File: config.mk
export PLATFORM = sky130hd
export DESIGN_NAME = oem_sort_pipe
export DESIGN_NICKNAME = d
export VERILOG_FILES = /design/src/rtl/oem_sort_pipe.sv
export SDC_FILE = /design/constraint.sdc
export NUM_CORES = 1
export LEC_CHECK = 0
export ABC_AREA = 1
export BUFFER_PORTS_ARGS = -buffer_cell sky130_fd_sc_hd__buf_2
export CORE_ASPECT_RATIO = 0.75
export CORE_MARGIN = 4
export CORE_UTILIZATION = 30
export DETAILED_ROUTE_END_ITERATION = 10
export PLACE_DENSITY_LB_ADDON = 0.08
export SKIP_CTS_REPAIR_TIMING = 1
export SLEW_MARGIN = 30
export SYNTH_ARGS = -nofsm -noshare
export SYNTH_HDL_FRONTEND = slang
export SYNTH_SLANG_ARGS = --single-unit
File: constraint.sdc
create_clock -name clk -period 2.25 [get_ports clk]
set_clock_uncertainty 0.05 [all_clocks]
set_input_delay 0 -clock clk [delete_from_list [all_inputs] [get_ports clk]]
set_output_delay 0 -clock clk [all_outputs]
set_load 0.03 [all_outputs]
File: src/rtl/oem_sort_pipe.sv
// oem_sort_pipe: 3-stage 4-key odd-even merge sorter with valid/ready stall.
// Define OEM_SORT_IDX_EN to carry and output per-key source lane indices.
module oem_sort_pipe #(
  parameter int WIDTH = 6
) (
  input  logic             clk,
  input  logic             rst,
  input  logic             in_valid,
  output logic             in_ready,
  input  logic             in_desc,
  input  logic [WIDTH-1:0] in0,
  input  logic [WIDTH-1:0] in1,
  input  logic [WIDTH-1:0] in2,
  input  logic [WIDTH-1:0] in3,
  output logic             out_valid,
  input  logic             out_ready,
  output logic [WIDTH-1:0] out0,
  output logic [WIDTH-1:0] out1,
  output logic [WIDTH-1:0] out2,
  output logic [WIDTH-1:0] out3,
`ifdef OEM_SORT_IDX_EN
  output logic [1:0]       out_idx0,
  output logic [1:0]       out_idx1,
  output logic [1:0]       out_idx2,
  output logic [1:0]       out_idx3,
`endif
  output logic             busy
);

  typedef logic [3:0][WIDTH-1:0] keys_t;

  logic  v1_q, v2_q, v3_q;
  logic  d1_q, d2_q, d3_q;
  keys_t k1_q, k2_q, k3_q;
  keys_t k1_d, k2_d, k3_d;
  keys_t kin;
  logic  adv;
  logic  sa, sb, sc, sd, se;

`ifdef OEM_SORT_IDX_EN
  typedef logic [3:0][1:0] idxs_t;
  idxs_t i1_q, i2_q, i3_q;
  idxs_t i1_d, i2_d, i3_d;

  // Index breaks key ties so equal keys leave in lane order.
  function automatic logic swp(input logic d,
                               input logic [WIDTH-1:0] x,
                               input logic [WIDTH-1:0] y,
                               input logic [1:0] ix,
                               input logic [1:0] iy);
    logic tie;
    tie = (x == y) && (ix > iy);
    return d ? ((x < y) || tie) : ((x > y) || tie);
  endfunction
`else
  function automatic logic swp(input logic d,
                               input logic [WIDTH-1:0] x,
                               input logic [WIDTH-1:0] y);
    return d ? (x < y) : (x > y);
  endfunction
`endif

  always_comb begin
    adv = !v3_q || out_ready;
    kin = {in3, in2, in1, in0};
`ifdef OEM_SORT_IDX_EN
    sa = swp(in_desc, in0, in1, 2'd0, 2'd1);
    sb = swp(in_desc, in2, in3, 2'd2, 2'd3);
    sc = swp(d1_q, k1_q[0], k1_q[2], i1_q[0], i1_q[2]);
    sd = swp(d1_q, k1_q[1], k1_q[3], i1_q[1], i1_q[3]);
    se = swp(d2_q, k2_q[1], k2_q[2], i2_q[1], i2_q[2]);
`else
    sa = swp(in_desc, in0, in1);
    sb = swp(in_desc, in2, in3);
    sc = swp(d1_q, k1_q[0], k1_q[2]);
    sd = swp(d1_q, k1_q[1], k1_q[3]);
    se = swp(d2_q, k2_q[1], k2_q[2]);
`endif
    k1_d[0] = sa ? kin[1] : kin[0];
    k1_d[1] = sa ? kin[0] : kin[1];
    k1_d[2] = sb ? kin[3] : kin[2];
    k1_d[3] = sb ? kin[2] : kin[3];
    k2_d[0] = sc ? k1_q[2] : k1_q[0];
    k2_d[2] = sc ? k1_q[0] : k1_q[2];
    k2_d[1] = sd ? k1_q[3] : k1_q[1];
    k2_d[3] = sd ? k1_q[1] : k1_q[3];
    k3_d[0] = k2_q[0];
    k3_d[1] = se ? k2_q[2] : k2_q[1];
    k3_d[2] = se ? k2_q[1] : k2_q[2];
    k3_d[3] = k2_q[3];
  end

`ifdef OEM_SORT_IDX_EN
  always_comb begin
    i1_d[0] = sa ? 2'd1 : 2'd0;
    i1_d[1] = sa ? 2'd0 : 2'd1;
    i1_d[2] = sb ? 2'd3 : 2'd2;
    i1_d[3] = sb ? 2'd2 : 2'd3;
    i2_d[0] = sc ? i1_q[2] : i1_q[0];
    i2_d[2] = sc ? i1_q[0] : i1_q[2];
    i2_d[1] = sd ? i1_q[3] : i1_q[1];
    i2_d[3] = sd ? i1_q[1] : i1_q[3];
    i3_d[0] = i2_q[0];
    i3_d[1] = se ? i2_q[2] : i2_q[1];
    i3_d[2] = se ? i2_q[1] : i2_q[2];
    i3_d[3] = i2_q[3];
  end

  always_ff @(posedge clk) begin
    if (rst) begin
      i1_q <= '0;
      i2_q <= '0;
      i3_q <= '0;
    end else if (adv) begin
      if (in_valid) i1_q <= i1_d;
      i2_q <= i2_d;
      i3_q <= i3_d;
    end
  end

  assign out_idx0 = i3_q[0];
  assign out_idx1 = i3_q[1];
  assign out_idx2 = i3_q[2];
  assign out_idx3 = i3_q[3];
`endif

  // Whole pipe moves or freezes together; bubbles are kept.
  always_ff @(posedge clk) begin
    if (rst) begin
      v1_q <= 1'b0;
      v2_q <= 1'b0;
      v3_q <= 1'b0;
      d1_q <= 1'b0;
      d2_q <= 1'b0;
      d3_q <= 1'b0;
      k1_q <= '0;
      k2_q <= '0;
      k3_q <= '0;
    end else if (adv) begin
      v1_q <= in_valid;
      if (in_valid) begin
        d1_q <= in_desc;
        k1_q <= k1_d;
      end
      v2_q <= v1_q;
      d2_q <= d1_q;
      k2_q <= k2_d;
      v3_q <= v2_q;
      d3_q <= d2_q;
      k3_q <= k3_d;
    end
  end

  assign in_ready  = adv;
  assign out_valid = v3_q;
  assign out0      = k3_q[0];
  assign out1      = k3_q[1];
  assign out2      = k3_q[2];
  assign out3      = k3_q[3];
  assign busy      = v1_q | v2_q | v3_q;

  logic unused_d3;
  assign unused_d3 = d3_q;

endmodule

==> reports/metrics.cfg, run 1 <==
[die]
die_h_um=119
core-area_mm2=0.0160
ioPinCount=56
die_area_mm2=0.0184
rows=40
die_w_um=155
start_util=0.305

[yosys]
yosys_register_bits=77
synth_nets=804
ys_seq_area_frac=0.315
syn_area_mm2=0.00489
avgSynthCellArea_um2=6.57
yosysWarnings=0
synthCells=745
synthDominantCellAreaShare=0.315
synth_top_cell_by_area=dfxtp_1
yosys-top-cells-area=dfxtp_1 (32%), nand3_1 (14%), inv_1 (10%), nand2_1 (8.7%), ha_1 (7.7%)
ys_types=23

[timing]
worst_pin_slew_ps=586
drv_slew=0
setup_viol=0
holdWs_ps=-39.1
min_period_ps=2010
finalHoldViolCount=10
timing.final.crit_share=0.895
fin_tns_setup_ps=0
max_freq_ghz=0.496
slew_headroom=0.609
rsz0062_at_grt=false

[cells_and_area]
finish.net_count=847
drive_gt1_frac=0.170
insertedDiodeCount=0
fin_area_mm2=0.00565
syn_to_final_growth_pct=15.6
final_util=0.353

[critical_path]
r2r-start=k2_q[17]
rr_endpoint=out2[5]
rr_worst_depth=11
crit_path_start_kind=flop
path_class=flop to flop
critPathLaunch=k2_q[17]
worstPathRequired_ps=2430
endpoint=out2[5]
arrival_ps=2190
crit_fanout=24
r2r_slack_ps=240
end_kind=flop

[clock_network]
cts_tree=yes
clock-sinks=77
clkTransAtPathRegs_ps=60
clk_latency_ps=340
h-tree-depth=3
cts-root-buf=clkbuf_16
numCtsBuffers=9
clock_path_buffers=2

[grt]
grt_usage=0.148
grt_pass1_wl_um=22300
antenna_found_initial=0
grt_max_degree=62
grt_overflow=0
grt_pass1_vias=4379

[worst_hold_path]
hp-class=primary input to flop

[run]
maxCapViolCount=0

[placed_design]
gp_congestion=0.802
placed_area_mm2=0.00534
io_buffers=55
dp_hpwl_um=10000

[status]
violations=negative hold slack
status=finished, violations left

[route]
finalWirelength_um=13400
wl_per_cell_um=13.3
ant_nets=0
drtIter0Drc=253
vias=4615
firstDrtPassIters=5
drc=0
via_per_inst=4.60

[power]
pwr_density_cell_mw_per_mm2=784
power_mw=4.43
ir_worst_vdd_mv=0.333
p_leak_nw=3.10

cells in the final DEF (no fill, tap or decap), drive strengths merged:
cell / n
clkinv: 3
nand3: 137
clkinvlp: 2
nor2: 83
a21oi: 46
inv: 138
o21ai: 63
ha: 30
dfxtp: 77
dlygate4sd3: 2
nand2: 122
clkbuf: 10
buf: 72
nand4: 8
sequential cells by signal, indices dropped and copies added, names as in the netlist, 6 cells and up:
signal / cells
out0: 6
out1: 6
k1_q: 24
k2_q: 24
out3: 6
out2: 6
area by class of cell:
type	instances	area (um^2)
fillers	1771	10400
multi-input cells	489	2600
flip-flops and latches	77	1540
inverters	137	514
repair buffers	74	448
well taps	210	263
clock buffers	10	239
clock inverters	6	46.3
cell usage after synthesis:
cell / count
buf_4: 5
buf_6: 7
nand2_4: 1
nand2_2: 7
nand2_1: 114
inv_2: 4
o21ai_1: 3
inv_1: 133
nor2_2: 1
buf_1: 2
nand4_1: 6
ha_1: 30
nor2_4: 2
nand3_2: 2
buf_2: 14
o21ai_0: 60
a21oi_2: 26
nand3_1: 135
dfxtp_1: 77
clkbuf_1: 14
nand4_2: 2
nor2_1: 80
a21oi_1: 20
report_power, final:
part | internal, mW | switching (mW)
combinational | 0.465 | 0.956
clock | 0.782 | 0.598
sequential | 1.52 | 0.112
total | 2.77 | 1.67
metal layers:
| layer | vias up | track usage | wire [um] |
|---|---|---|---|
| li1 | 2451 | - | - |
| met4 | 0 | 0.0295 | 87 |
| met2 | 85 | 0.211 | 5390 |
| met1 | 2072 | 0.227 | 7200 |
| met3 | 7 | 0.0326 | 671 |
| met5 | - | 0 | 0 |
critical path, cell delays in order (launching register included):
cell     delay (ps)
dfxtp_1         340
inv_1            70
ha_1            320
nand2_2          70
nor2_2          130
nand2_2         100
nand3_2          70
nand2_2         320
nand3_1         190
nand2_1          60
nor2_1          130
nor2_1           50
kinds of logic (layout without fill, tap and decap cells):
kind of cell    count (synthesis)  after routing  synth area share
compound gates                109            109             0.131
buf+inv                       179            227             0.156
flops                          77             77             0.315
fa+ha+maj                      30             30            0.0767
simple gates                  350            350             0.321
worst min path at each step:
stage           start       end  slack, ps  cells after the start
6_report       in1[5]  k1_q[11]        -40                      5
5_1_grt        in0[4]  k1_q[10]          4                      5
4_1_cts        in1[4]  k1_q[10]        -50                      5
3_5_place_dp   in1[4]  k1_q[10]        310                      5
3_3_place_gp   in1[5]  k1_q[11]        300                      5
2_1_floorplan     rst  k1_q[17]         90                      3
through the flow:
step,instances,setup slack (ps)
global placement,985,205
floorplan,745,603
finish,1003,236
CTS,1001,156
global route,1003,7.38
detailed placement,985,183
Power figures use the tool's default switching activity.
==> run 2: changes to the inputs <==
Settings changed: SETUP_SLACK_MARGIN from default to 0.5.
==> run 2 against run 1 <==
Design area rose by 13%. Power rose by 13%. Critical endpoint is now k2_q[15]. Wire length rose by 7.6%. Critical path type unchanged. Largest power group is now combinational cells. The run still ends with negative hold slack left. Sequential share of layout area fell by 2.4 points. Sequential power barely moved. Clock-buffer cell count did not move. Combinational power rose by 37%.
==> reports/metrics.cfg, run 2 (same netlist as run 1, synthesis figures left out) <==
[status]
status=finished, violations left  ; unchanged
violations=negative hold slack  ; unchanged

[power]
ir_worst_vdd_mv=0.342  ; was 0.333 mV
p_leak_nw=3.33  ; was 3.10 nW
pwr_density_cell_mw_per_mm2=783  ; was 784 mW/mm^2
power_mw=5.00  ; was 4.43 mW

[critical_path]
worstPathCellList=inv_1 > ha_4 > nand2_1 > nor2_2 > nand2_2 > nand4_1 > buf_2 > nand3_1 > nand3_1 > nand2_1 > inv_1  ; was inv_1 > ha_1 > nand2_2 > nor2_2 > nand2_2 > nand3_2 > nand2_2 > nand3_1 > nand2_1 > nor2_1 > nor2_1
crit_path_start_kind=flop  ; unchanged
critical_path.top_delay_family=simple AND/OR/NAND/NOR gates  ; unchanged
crit_fanout=6  ; was 24
critPathMaxStageDelay_ps=320  ; was 340 ps
end_kind=flop  ; unchanged
critPathBufInv=3  ; was 1
cp_slowest_cell=dfxtp_2  ; was dfxtp_1
path_class=flop to flop  ; unchanged
worstPathRequired_ps=2480  ; was 2430 ps
arrival_ps=1970  ; was 2190 ps

[cells_and_area]
mostFrequentLayoutCell=inv_1  ; was nand3_1
instances_no_fill=1026  ; was 1003
insertedDiodeCount=0  ; unchanged
syn_to_final_growth_pct=30.6  ; was 15.6%
drive_gt1_frac=0.314  ; was 0.170
finish.net_count=870  ; was 847
fill_cells=1701  ; was 1771
final_cell_mix=inv_1 (120), nand3_1 (118), nand2_1 (98)  ; was nand3_1 (135), inv_1 (133), nand2_1 (112)
final-seq-area_mm2=0.00159  ; was 0.00154 mm^2
reg_top3=k1_q: 24 flops, k2_q: 24 flops  ; unchanged
multi_input_area_mm2=0.00314  ; was 0.00260 mm^2

[clock_network]
clock_path_buffers=2  ; unchanged
clkTransAtPathRegs_ps=60  ; about the same
h-tree-depth=3  ; unchanged
clock-sinks=77  ; unchanged
cts_tree=yes  ; unchanged
cts-root-buf=clkbuf_16  ; unchanged
numCtsBuffers=9  ; unchanged
clk_latency_ps=340  ; about the same

[timing]
max_freq_ghz=0.577  ; was 0.496 GHz
rsz0062_at_grt=true  ; was false
finalHoldViolCount=12  ; was 10
min_period_ps=1730  ; was 2010 ps
worst_pin_slew_ps=616  ; was 586 ps
holdWs_ps=-45.0  ; was -39.1 ps
setup_viol=0  ; unchanged
slew_headroom=0.589  ; was 0.609
fin_tns_setup_ps=0  ; unchanged
drv_slew=0  ; unchanged
timing.final.crit_share=0.771  ; was 0.895

[grt]
grt_overflow=0  ; unchanged
grt_max_degree=62  ; unchanged
grt_usage=0.148  ; unchanged
grt_pass1_vias=4379  ; unchanged
grt_pass1_wl_um=22300  ; unchanged
antenna_found_initial=0  ; unchanged

[worst_hold_path]
hp-class=primary input to flop  ; unchanged

[route]
drc=0  ; unchanged
ant_nets=0  ; unchanged
drtIter0Drc=261  ; was 253
firstDrtPassIters=4  ; was 5
wl_per_cell_um=14.0  ; was 13.3 um
via_per_inst=4.71  ; was 4.60
finalWirelength_um=14400  ; was 13400 um
vias=4836  ; was 4615

[placed_design]
dp_hpwl_um=10000  ; unchanged
gp_congestion=0.802  ; unchanged
placed_cells=985  ; unchanged
io_buffers=55  ; unchanged

[die]
ioPinCount=56  ; unchanged
rows=40  ; unchanged
start_util=0.305  ; unchanged
die_w_um=155  ; unchanged
die_h_um=119  ; unchanged
die_area_mm2=0.0184  ; unchanged
core-area_mm2=0.0160  ; unchanged

[run]
maxCapViolCount=0  ; unchanged

==> run 2: cell types whose count changed in the layout (fill, tap and decap cells not counted), sizes merged <==
cell and delta:
buf +17, dlygate4sd3 +1, nand2 +5
==> run 2: path summary, 6_finish.rpt <==
kind | start | to | slack (ps) | cells after the start
worst min register to register | v2_q | v2_q | 420 | 2
worst max-delay path | k1_q[15] | k2_q[15] | 520 | 11
worst min-delay path | in1[5] | k1_q[11] | -40 | 5
worst max register to register | k1_q[15] | k2_q[15] | 520 | 11
==> run 2: power breakdown <==
group | total (mW) | internal [mW] | leakage, nW | switching, mW
registers | 1.66 | 1.53 | 0.645 | 0.126
logic | 1.95 | 0.707 | 2.55 | 1.25
clock network | 1.39 | 0.782 | 0.135 | 0.604
==> run 2: area by class of cell <==
type,count,area share
Sequential cell,77,0.249
Clock buffer,10,0.0374
Inverter,137,0.0809
Clock inverter,6,0.00725
Timing Repair Buffer,92,0.0936
Tap cell,210,0.0411
Multi-Input combinational cell,494,0.491
==> run 2: tightest hold or removal path: cells and delay by family <==
| family | cells | cell delay, ps |
|---|---|---|
| buf+inv | 1 | 80 |
| simple gates | 4 | 230 |
==> run 2: per-layer routing <==
| metal | share of wire | wire length, um | vias to the layer above | track usage |
|---|---|---|---|---|
| met3 | 0.045 | 645 | 12 | 0.0326 |
| met2 | 0.42 | 5970 | 93 | 0.211 |
| li1 | - | - | 2516 | - |
| met1 | 0.53 | 7640 | 2215 | 0.227 |
| met4 | 0.0078 | 112 | 0 | 0.0295 |
| met5 | 0 | 0 | - | 0 |
==> run 2: per-stage QoR <==
stage / area, um^2 / util / setup slack (ps) / hold slack (ps)
3_3_place_gp: 5340 / 0.333 / 205 / 301
6_report: 6390 / 0.399 / 516 / -45.0
4_1_cts: 5620 / 0.351 / 156 / -51.2
5_1_grt: 6390 / 0.399 / 411 / 4.17
3_5_place_dp: 5340 / 0.333 / 183 / 311
2_1_floorplan: 4890 / - / 603 / 94.9
==> run 3: changes to the inputs <==
Clock period 2.25 ns to 1.45 ns, I/O delays scaled along.
==> run 3 against run 2 <==
The flow finishes with violations (negative hold slack, negative setup slack). Clock power grew 66%. Power grew 83%. Flip-flop and latch count is the same. Wire length grew 23%. Combinational power grew 120%. Hold slack gained 27 ps. Non-clock buffer count grew 127. Critical path type unchanged. Critical endpoint is now out1[3]. Largest cell class unchanged.
==> reports/metrics.cfg, run 3 (same netlist as run 1, synthesis figures left out) <==
[route]
drtIter0Drc=273  ; was 261
finalWirelength_um=17700  ; was 14400 um
ant_nets=0  ; unchanged
via_per_inst=4.77  ; was 4.71
drc=0  ; unchanged
wl_per_cell_um=15.3  ; was 14.0 um
firstDrtPassIters=5  ; was 4
vias=5515  ; was 4836

[timing]
fin_tns_setup_ps=-8730  ; was 0 ps
setup_viol=36  ; was 0
slew_headroom=0.774  ; was 0.589
finalHoldViolCount=1  ; was 12
timing.final.crit_share=1.22  ; was 0.771
drv_slew=0  ; unchanged
rsz0062_at_grt=true  ; unchanged
holdWs_ps=-17.5  ; was -45.0 ps
max_freq_ghz=0.567  ; was 0.577 GHz
worst_pin_slew_ps=338  ; was 616 ps
fin_ws_ps=-314  ; was 516 ps
min_period_ps=1760  ; was 1730 ps

[critical_path]
critPathBufInv=3  ; unchanged
cpMostUsedCell=nor2_1
path_class=flop to flop  ; unchanged
rr_endpoint=out1[3]  ; was k2_q[15]
worstPathCellList=inv_2 > ha_4 > a21oi_4 > buf_4 > nand3_4 > nand2_8 > buf_12 > a21oi_2 > nor2_1 > nor2_1  ; was inv_1 > ha_4 > nand2_1 > nor2_2 > nand2_2 > nand4_1 > buf_2 > nand3_1 > nand3_1 > nand2_1 > inv_1
r2r_slack_ps=-310  ; was 520 ps
crit_path_start_kind=flop  ; unchanged
rr_worst_depth=10  ; was 11
critPathMaxStageDelay_ps=340  ; was 320 ps
arrival_ps=1940  ; was 1970 ps
worstPathRequired_ps=1630  ; was 2480 ps
critical_path.top_delay_family=simple AND/OR/NAND/NOR gates  ; unchanged
end_kind=flop  ; unchanged
r2r-start=k2_q[17]  ; was k1_q[15]
cp_slowest_cell=dfxtp_2  ; unchanged
crit_fanout=7  ; was 6

[placed_design]
io_buffers=55  ; unchanged
dp_hpwl_um=11100  ; was 10000 um
placed_cells=1091  ; was 985
preCtsSetupSlack_ps=-295  ; was 183 ps
placed_area_mm2=0.00668  ; was 0.00534 mm^2
gp_congestion=0.810  ; was 0.802

[grt]
grt_overflow=0  ; unchanged
grt_pass1_wl_um=24500  ; was 22300 um
grt_pass1_vias=4958  ; was 4379
grt_max_degree=64  ; was 62
grt_usage=0.161  ; was 0.148
antenna_found_initial=0  ; unchanged

[power]
pwr_density_cell_mw_per_mm2=1080  ; was 783 mW/mm^2
power_mw=9.15  ; was 5.00 mW
ir_worst_vdd_mv=0.679  ; was 0.342 mV
p_leak_nw=4.31  ; was 3.33 nW

[cells_and_area]
finish.net_count=999  ; was 870
syn_to_final_growth_pct=74.0  ; was 30.6%
mostFrequentLayoutCell=buf_4  ; was inv_1
reg_top3=k1_q: 24 flops, k2_q: 24 flops  ; unchanged
drive_gt1_frac=0.549  ; was 0.314
final_cell_mix=buf_4 (126), inv_1 (109), nand3_2 (83)  ; was inv_1 (120), nand3_1 (118), nand2_1 (98)
fin_area_mm2=0.00851  ; was 0.00639 mm^2
insertedDiodeCount=0  ; unchanged
instances_no_fill=1155  ; was 1026

[worst_hold_path]
hp-start=in1[0]  ; was in1[5]
whs_path_depth=5  ; unchanged
min_to=k1_q[6]  ; was k1_q[11]
hp-class=primary input to flop  ; unchanged

[die]
die_w_um=155  ; unchanged
die_area_mm2=0.0184  ; unchanged
core-area_mm2=0.0160  ; unchanged
start_util=0.305  ; unchanged
rows=40  ; unchanged
die_h_um=119  ; unchanged
ioPinCount=56  ; unchanged

[clock_network]
clk_latency_ps=340  ; about the same
h-tree-depth=3  ; unchanged
cts_tree=yes  ; unchanged
numCtsBuffers=9  ; unchanged
cts-root-buf=clkbuf_16  ; unchanged
clock_path_buffers=2  ; unchanged
clock-sinks=77  ; unchanged
clkTransAtPathRegs_ps=60  ; about the same

[status]
status=finished, violations left  ; unchanged
violations=negative hold slack, negative setup slack  ; was negative hold slack

[run]
maxCapViolCount=0  ; unchanged

[run 3: cell count changes in the layout (fill, tap and decap cells not counted), sizes merged]
cell / delta
buf: +122
bufinv: +1
clkbuf: +8
clkinv: -2
dlygate4sd3: -3
inv: +1
nand4: +2
[run 3: worst min-delay path, stage by stage]
cell     delay, ps
buf_2          100
nand3_1         70
nand2_1         60
nor2_1          40
nor2_1          70
[run 3: final cells by class]
cell class                 instances  area [um^2]
tap                              210          263
clock buffer                      10          229
fill                            1534         7510
multi-input combinational        496         3950
sequential                        77         1580
timing repair buffer             219         1890
clock inverter                     6         71.3
inverter                         137          532
[run 3: metrics by stage]
stage | util | hold WS, ps
2_1_floorplan | - | 87.3
3_3_place_gp | 0.417 | 323
3_5_place_dp | 0.417 | 332
4_1_cts | 0.436 | -18.3
5_1_grt | 0.531 | 32.2
6_report | 0.531 | -17.5
[run 3: routing by layer]
metal,global-route usage,vias to the layer above,part of all wire
met5,0,-,0
met4,0.0262,0,0.0093
met1,0.238,2607,0.50
li1,-,2784,-
met3,0.0344,14,0.046
met2,0.244,110,0.44
[run 3: how the worst max path moves through the flow]
stage	endpoint	cells after the start	from	slack, ps
floorplan	out2[3]	12	k2_q[15]	-110
global placement	out1[4]	9	k2_q[8]	-280
detailed placement	out1[4]	9	k2_q[8]	-290
CTS	out1[4]	9	k2_q[8]	-340
global route	out2[1]	11	k2_q[17]	-400
finish	out1[3]	10	k2_q[17]	-310
[run 3: power by group]
group / total [mW] / leakage (nW) / internal, mW / switching, mW
Clock: 2.31 / 0.140 / 1.35 / 0.957
Combinational: 4.30 / 3.53 / 1.84 / 2.46
Sequential: 2.54 / 0.643 / 2.37 / 0.166
Total: 9.15 / 4.31 / 5.56 / 3.58
